**config.mk**
```make
export PLATFORM = sky130hd
export DESIGN_NAME = ifetch_unit
export DESIGN_NICKNAME = d
export VERILOG_FILES = /design/src/rtl/ifetch_pkg.sv /design/src/rtl/ifetch_timeout.sv /design/src/rtl/ifetch_unit.sv
export SDC_FILE = /design/constraint.sdc
export NUM_CORES = 1
export LEC_CHECK = 0
export CELL_PAD_IN_SITES_DETAIL_PLACEMENT = 1
export CELL_PAD_IN_SITES_GLOBAL_PLACEMENT = 1
export CORE_MARGIN = 10
export CORE_UTILIZATION = 23
export CTS_CLUSTER_SIZE = 16
export DETAILED_ROUTE_END_ITERATION = 16
export PLACE_DENSITY_LB_ADDON = 0.1
export SYNTH_ARGS = -nofsm -noshare
export SYNTH_HDL_FRONTEND = slang
export SYNTH_HIERARCHICAL = 1
export SYNTH_SLANG_ARGS = --single-unit
export TNS_END_PERCENT = 5
```
**constraint.sdc**
```tcl
create_clock -name clk -period 2 [get_ports clk]
set_input_delay 0.4 -clock clk [delete_from_list [all_inputs] [get_ports clk]]
set_output_delay 0.4 -clock clk [all_outputs]
set_load 0.005 [all_outputs]
```
**src/rtl/ifetch_pkg.sv**
```systemverilog
// Shared types and constants for the instruction fetch unit.
// Latency: n/a (declarations only).
// Backpressure: n/a (declarations only).
package ifetch_pkg;

    typedef enum logic [1:0] {
        S_REQ   = 2'd0,
        S_WAIT  = 2'd1,
        S_VALID = 2'd2
    } state_e;

    localparam logic [1:0] FC_NONE     = 2'd0;
    localparam logic [1:0] FC_MISALIGN = 2'd1;
    localparam logic [1:0] FC_BUSERR   = 2'd2;
    localparam logic [1:0] FC_TIMEOUT  = 2'd3;

    // addi x0, x0, 0 -- presented in place of any faulted fetch
    localparam logic [31:0] NOP_INSTR = 32'h0000_0013;

endpackage

```
**src/rtl/ifetch_timeout.sv**
```systemverilog
// Response watchdog: counts enabled cycles and flags expiry on the TIMEOUT_CYCLES-th one.
// Latency: expired is combinational from the count register, valid in the same cycle.
// Backpressure: none; clear has priority over enable, counter saturates at the last value.
module ifetch_timeout #(
    parameter int unsigned TIMEOUT_CYCLES = 255
) (
    input  logic clk,
    input  logic rst,
    input  logic clear,
    input  logic enable,
    output logic expired
);

    localparam logic [15:0] LAST = 16'(TIMEOUT_CYCLES - 1);

    logic [15:0] cnt_q;
    logic [15:0] cnt_d;

    // Next count: restart on clear, otherwise advance while enabled until the last value
    always_comb begin
        cnt_d = cnt_q;
        if (clear) begin
            cnt_d = 16'd0;
        end else if (enable && (cnt_q != LAST)) begin
            cnt_d = cnt_q + 16'd1;
        end
    end

    // Count register
    always_ff @(posedge clk) begin
        if (rst) begin
            cnt_q <= 16'd0;
        end else begin
            cnt_q <= cnt_d;
        end
    end

    assign expired = enable && !clear && (cnt_q == LAST);

endmodule

```
**src/rtl/ifetch_unit.sv**
```systemverilog
// Instruction fetch: one imem read per pc, result presented to decode; IFETCH_TIMEOUT_EN adds a response watchdog.
// Latency: 3 cycles best case (request accepted, response, instruction presented).
// Backpressure: request held stable until imem_req_ready; ex_stall holds the presented instruction and stay.
module ifetch_unit
    import ifetch_pkg::*;
#(
    parameter int unsigned TIMEOUT_CYCLES = 255
) (
    input  logic        clk,
    input  logic        rst,
    input  logic [31:0] pc,
    input  logic        ex_stall,
    output logic        imem_req_valid,
    output logic [31:0] imem_req_addr,
    input  logic        imem_req_ready,
    input  logic        imem_rsp_valid,
    input  logic [31:0] imem_rsp_data,
    input  logic        imem_rsp_err,
    output logic [31:0] instr,
    output logic        instr_valid,
    output logic        instr_fault,
    output logic [1:0]  fault_cause,
    output logic        stay
);

    state_e      state_q, state_d;
    logic [31:0] instr_q, instr_d;
    logic        fault_q, fault_d;
    logic [1:0]  cause_q, cause_d;
    logic        req_vld;

    // Watchdog hooks; tied off when the timeout feature is not built
    logic discard_q, discard_d;
    logic tmo_clear, tmo_enable, tmo_expired;

`ifdef IFETCH_TIMEOUT_EN
    ifetch_timeout #(
        .TIMEOUT_CYCLES (TIMEOUT_CYCLES)
    ) u_timeout (
        .clk     (clk),
        .rst     (rst),
        .clear   (tmo_clear),
        .enable  (tmo_enable),
        .expired (tmo_expired)
    );

    // Discard flag: set on timeout, cleared by the stale response it is waiting to swallow
    always_ff @(posedge clk) begin
        if (rst) begin
            discard_q <= 1'b0;
        end else begin
            discard_q <= discard_d;
        end
    end
`else
    assign discard_q   = 1'b0;
    assign tmo_expired = 1'b0;

    logic unused_tmo;
    assign unused_tmo = ^{discard_d, tmo_clear, tmo_enable, 32'(TIMEOUT_CYCLES)};
`endif

    // Next-state and capture logic for the fetch FSM
    always_comb begin
        state_d    = state_q;
        instr_d    = instr_q;
        fault_d    = fault_q;
        cause_d    = cause_q;
        req_vld    = 1'b0;
        tmo_clear  = 1'b0;
        tmo_enable = 1'b0;
        discard_d  = discard_q;

        // The first response seen while discarding belongs to a timed-out request
        if (discard_q && imem_rsp_valid) begin
            discard_d = 1'b0;
        end

        case (state_q)
            S_REQ: begin
                if (pc[1:0] != 2'b00) begin
                    instr_d = NOP_INSTR;
                    fault_d = 1'b1;
                    cause_d = FC_MISALIGN;
                    state_d = S_VALID;
                end else if (!discard_q) begin
                    // No new request while a stale response may still be in flight
                    req_vld = 1'b1;
                    if (imem_req_ready) begin
                        tmo_clear = 1'b1;
                        state_d   = S_WAIT;
                    end
                end
            end
            S_WAIT: begin
                tmo_enable = 1'b1;
                if (imem_rsp_valid && !discard_q) begin
                    if (imem_rsp_err) begin
                        instr_d = NOP_INSTR;
                        fault_d = 1'b1;
                        cause_d = FC_BUSERR;
                    end else begin
                        instr_d = imem_rsp_data;
                        fault_d = 1'b0;
                        cause_d = FC_NONE;
                    end
                    state_d = S_VALID;
                end else if (tmo_expired) begin
                    instr_d   = NOP_INSTR;
                    fault_d   = 1'b1;
                    cause_d   = FC_TIMEOUT;
                    discard_d = 1'b1;
                    state_d   = S_VALID;
                end
            end
            S_VALID: begin
                if (!ex_stall) begin
                    state_d = S_REQ;
                end
            end
            default: begin
                state_d = S_REQ;
            end
        endcase
    end

    // FSM and presentation registers
    always_ff @(posedge clk) begin
        if (rst) begin
            state_q <= S_REQ;
            instr_q <= NOP_INSTR;
            fault_q <= 1'b0;
            cause_q <= FC_NONE;
        end else begin
            state_q <= state_d;
            instr_q <= instr_d;
            fault_q <= fault_d;
            cause_q <= cause_d;
        end
    end

    // Outputs are forced quiet during the reset cycle itself
    assign imem_req_valid = req_vld && !rst;
    assign imem_req_addr  = pc;
    assign instr          = instr_q;
    assign instr_fault    = fault_q;
    assign fault_cause    = cause_q;
    assign instr_valid    = (state_q == S_VALID) && !rst;
    assign stay           = rst || !((state_q == S_VALID) && !ex_stall);

endmodule

```
; Word-level counts from Yosys, hierarchy flattened
; Cells that the tools add are included.
[classes]
addsub = 0
multipliers = 0
div_mod_pow = 0
n_lt_le_gt_ge = 0
n_eq_ne = 6
shift = 0
mux = 19
bitwise_logic = 0
n_reduce_logical = 12
[op_table]
columns = operator, count
row1 = 2-to-1 mux 32 bit, 3
row2 = one-hot mux 32 bit (2 select lines), 1
row3 = 2-to-1 mux 2 bit, 7
row4 = inequality test 2 bit (second input constant), 3
row5 = one-hot mux 2 bit (3 select lines), 1
row6 = AND reduction 3 bit, 2
row7 = 2-to-1 mux 1 bit, 5
row8 = one-hot mux 2 bit (2 select lines), 1
row9 = nonzero test 2 bit, 2
row10 = logical AND 1 bit, 3
row11 = logical NOT 1 bit, 3
row12 = inequality test 3 bit (second input constant), 1
row13 = == test 2 x 1 -> 1 bit (second input constant), 1
row14 = == test 2 bit (second input constant), 1
row15 = logical NOT 2 bit, 1
row16 = one-hot mux 1 bit (2 select lines), 1
row17 = logical OR 1 bit, 1
[word_totals]
ff_bits = 37
latch_bits = 0
ramBits = 0
mem_bits_ro = 0
inputBits = 70
output_inout_bits = 70
wordCells = 41
n_memories = 0

; Depth between registers and ports, before layout
; Gate-level depths: netlist (run 1).
[depth]
depth_word = 4
ltp_mapped = 6
ltp_nobuf = 3

; Worst setup path after synthesis (run 1)
; Ideal clock, no wire load.
[synth_timing]
path_type = reg2reg
from = register state_q[0]
to = register instr_q[13] (netlist: instr[13])
setup_time_ns = 0.072
arrival_ns = 1.348
t_required_ns = 1.928
setup_slack_ns = 0.580
path_stages_with_launch = 7
n_path_buf = 3
synth_period_minus_slack_ns = 1.420
path_cell_list = dfxtp_1 > buf_6 > nor3_1 > or3_1 > buf_6 > buf_8 > mux2i_1
[synth_via]
elab_chain_len = 3
elab_cells_between_ends = 7
cone_classes = 3 x eq/ne / 1 x mux / 3 x reduce/logical
[synth_lines]
columns = element, line_no
row1 = from (decl), ifetch_unit.sv:26  ; state_e state_q, state_d;
row2 = from (signal assigned), ifetch_unit.sv:135  ; state_q <= state_d;
row3 = == test 2 x 1 -> 1 bit / logical NOT 2 bit (equally long branches), n/a
row4 = inequality test 2 bit (no source line) / nonzero test 2 bit (equally long branches), n/a
row5 = AND reduction 3 bit (no source line), n/a
row6 = to (signal assigned), ifetch_unit.sv:136  ; instr_q <= instr_d;
row7 = to (decl), ifetch_unit.sv:27  ; logic [31:0] instr_q, instr_d;
; Parallel ways exist; a longest one is shown, timed or not.
; A chain may end at the register's enable or synchronous reset.

; Final worst setup path (run 1)
[layout_timing]
from = input rst
to = output stay
[layout_via]
elab_chain_len = 1
[layout_lines]
columns = element, line_no
row1 = from (decl), ifetch_unit.sv:10  ; input logic rst,
row2 = logical OR 1 bit, ifetch_unit.sv:149  ; assign stay = rst || !((state_q == S_VALID) && !ex_stall);
row3 = to (decl), ifetch_unit.sv:23  ; output logic stay
; No other way between the ends.

==> impl_results.md, run 1 <==
* Gr ovfl total at 0
* Post-layout min period at 1.84 ns
* Met2 routed WL at 2610 um
* Placed insts at 346
* Worst r2r path cells at 5
* RD Place Congestion at 0.656
* Root cell of the clock tree: clkbuf_8
* Syn Nets at 271
* Layout cells sized above 1 at 7.97%
* Highest Clock Rate at 544 MHz
* DR WL/cell at 15.7 um
* Max VDD drop at 0.230 mV
* Crit. End Element: output port
* Worst-path cell with the longest stage delay: clkdlybuf4s50_1
* Clock-pin slew on the worst setup and hold paths at 0.07 ns
* Vias in the first global route at 1,650
* CTS sink count at 37
* Hold Crit Endpoint: instr_fault
* Worst-path maximum fanout at 2
* Total die area at 12,100 um2
* Crit Path Category: in2out
* # hold bufs at CTS at 0
* Area after DPL at 2550 um2
* Clk_lat worst skew at 0.28 ns
* Tightest Hold Check Type: reg2reg
* Sequential cell area fraction in the yosys report at 39.6%
* Crit Reg-Reg Startpoint: state_q[0]
* Syn avg cell area at 9.31 um2
* Post-DP HPWL at 4130 um
* Drc violations at 0
* Seq cells post-synth at 37
* Pin count of the biggest net entering global routing at 39
* CORE AREA at 7810 um2
* Critical path cell sequence: clkdlybuf4s50_1, nor2_2, and2_1, nand2b_1, dlygate4sd2_1
* CTS tree: done
* Top Metal Used: met4
* Met3 wire length at 604 um
* DR vias at 1,483
* Crit-path max cell delay at 0.43 ns
* Postcts setup bufs at 0
* IO Pins at 140
* # nets final at 321
* Pins Over Slew Limit at 0
* R2r endpoint: instr[22]
* Row Count at 32
* PwrDens at 602 nW/um2
* M1 wire length at 2250 um
* Largest delay contributor family on the critical path: buffers and inverters
* Drt first pass iters at 2
* Gr usage total at 9.07%
* Hold Crit Depth at 1
* Status: finished clean
* Antenna diode count at 0
* Multi-input logic area at 813 um2
* Yosys warnings at 6
* Data arrival time of the critical path at 1.44 ns
* Setup violators final at 0
* Total of max-cap violations at 0
* 1st-iter DRT viols at 20
* Register Area at 741 um2
* Clock Skews at 0.00368 ns
* DR vias/cell at 4.20
* Critical Path RT at 1.60 ns
* CTS Buf Count at 5
* Final hold vios at 0
* Post-route cell area at 2640 um2
* CP Buf/Inv Count at 2
* Pre-CTS setup slack at -0.104 ns
* Area Growth Syn to Fin at 40.8%
* Number of H-tree levels at 2
* Max transition margin at 55.4%
* Starting Density at 24.0%
* Synth Cell Area at 1870 um2
* R2R Setup Slk at 0.46 ns
* Slew @ Worst Pin at 0.665 ns
* Worst-case clock buffer depth at 2
* Antenna violations before repair at 0
* HP Start: instr_fault
* Final worst path period share at 91.9%
* Crit path launch type: primary input
* Overall Power at 1590 uW
* Syn Inst Count at 201
* Post-Layout Cell Count at 353
* First-pass GRT wire length at 8560 um
* Die height at 110 um
* Final ANT Viol Nets at 0
* RSZ-0062 raised after global routing: false
* Leak at 0.000997 uW
* Count of cell types in the netlist at 27
* Fill cells at 905
* DRT Wirelength at 5560 um
* Buffers on Ports at 79
* Die width at 110 um
* Setup ws final at 0.162 ns
cells in the final DEF (no fill, tap or decap), types with 2 or more instances in the layout:
master           count
clkdlybuf4s50_1     76
nand2_1             29
nand2b_1            30
nor2b_1              4
a21oi_1              3
dfxtp_1             37
clkbuf_8             6
nor2_1               5
buf_4                7
mux2i_1             32
dlygate4sd2_1        2
Yosys cell counts:
| cell | n | share of area, % |
|---|---|---|
| dfxtp_1 | 37 | 40 |
| buf_4 | 32 | 13 |
| mux2i_1 | 32 | 17 |
| nand2b_1 | 30 | 10 |
| nand2_1 | 29 | 5.8 |
| nor2_1 | 6 | 1.2 |
| clkbuf_1 | 5 | 1.0 |
| nor2b_1 | 4 | 1.3 |
| a21oi_1 | 3 | 0.80 |
| buf_2 | 3 | 0.80 |
| buf_6 | 2 | 1.2 |
| buf_8 | 2 | 1.6 |
| or3_1 | 2 | 0.67 |
| a21bo_2 | 1 | 0.53 |
| a31oi_1 | 1 | 0.33 |
| and2_1 | 1 | 0.33 |
| and3b_1 | 1 | 0.47 |
| inv_1 | 1 | 0.20 |
| nand3_1 | 1 | 0.27 |
| nand3b_1 | 1 | 0.40 |
| nor2b_4 | 1 | 0.74 |
| nor3_1 | 1 | 0.27 |
| nor3_2 | 1 | 0.53 |
| nor4_1 | 1 | 0.33 |
| nor4b_2 | 1 | 0.80 |
| o21a_1 | 1 | 0.40 |
| o31ai_1 | 1 | 0.40 |
layer usage:
layer  track usage [%]  up-vias
li1                  -      714
met1              9.77      684
met2              14.9       62
met3              4.70       23
met4              3.39        0
met5                 0        -
layout make-up:
cell class	instances	share of cell area, %
Timing Repair Buffer	87	32.8
Multi-Input combinational cell	119	30.9
Sequential cell	37	28.1
Tap cell	102	4.84
Clock buffer	7	3.28
Inverter	1	0.142
timing repair:
item                                    4_1_cts  5_1_grt
gates cloned                                  0        0
resized for setup                             3        1
pin swaps                                     0        1
endpoints found under the setup margin        3        1
cell families after synthesis:
group                  synth area share, %
buffers and inverters                 17.6
AOI/OAI and AO/OA                     2.47
DFF                                   39.6
muxes                                 17.1
and+or+nand+nor                       23.2
report_power, final:
part / internal, uW / switching (uW) / leakage (uW)
Clock: 274 / 264 / 0.0000443
Combinational: 176 / 113 / 0.000654
Sequential: 751 / 8.47 / 0.000299
Total: 1200 / 385 / 0.000997
worst reg2reg max path, delay by kind of cell, from the launching register on:
kind          cells  cell delay [ns]
simple gates      2             0.59
buf+inv           2             0.36
flops             1             0.34
mux               1             0.14
sequential cells by signal, summed over array words and instances (netlist names):
| name | count |
|---|---|
| state_q | 2 |
| instr_fault | 1 |
| fault_cause | 2 |
| instr | 32 |
metrics by stage:
| step | hold slack, ns | util (%) | TNS (ns) |
|---|---|---|---|
| floorplan | 0.465 | - | 0 |
| global placement | 0.463 | 32.6 | -0.219 |
| detailed placement | 0.462 | 32.6 | -0.335 |
| CTS | 0.480 | 33.7 | -0.0460 |
| global route | 0.496 | 33.8 | 0 |
| finish | 0.471 | 33.8 | 0 |
worst max path at each step:
stage	startpoint	depth (start not counted)	to
global route	rst	5	stay
CTS	pc[1]	4	imem_req_valid
finish	rst	5	stay
global placement	rst	5	stay
floorplan	state_q[0]	6	instr[13]
detailed placement	rst	5	stay
Note: power is estimated with default switching activity, not from simulation.
==> run 2: changes to the inputs <==
--- a/config.mk
+++ b/config.mk
@@ -5,6 +5,7 @@
 export SDC_FILE = /design/constraint.sdc
 export NUM_CORES = 1
 export LEC_CHECK = 0
+export CAP_MARGIN = 0
 export CELL_PAD_IN_SITES_DETAIL_PLACEMENT = 1
 export CELL_PAD_IN_SITES_GLOBAL_PLACEMENT = 1
 export CORE_MARGIN = 10
@@ -14,6 +15,5 @@
 export PLACE_DENSITY_LB_ADDON = 0.1
 export SYNTH_ARGS = -nofsm -noshare
 export SYNTH_HDL_FRONTEND = slang
-export SYNTH_HIERARCHICAL = 1
 export SYNTH_SLANG_ARGS = --single-unit
 export TNS_END_PERCENT = 5
==> results of run 2 <==
Final layout, timing and power as in run 1 (identical DEF).
Among the figures that moved: Yosys warning count 6 -> 0
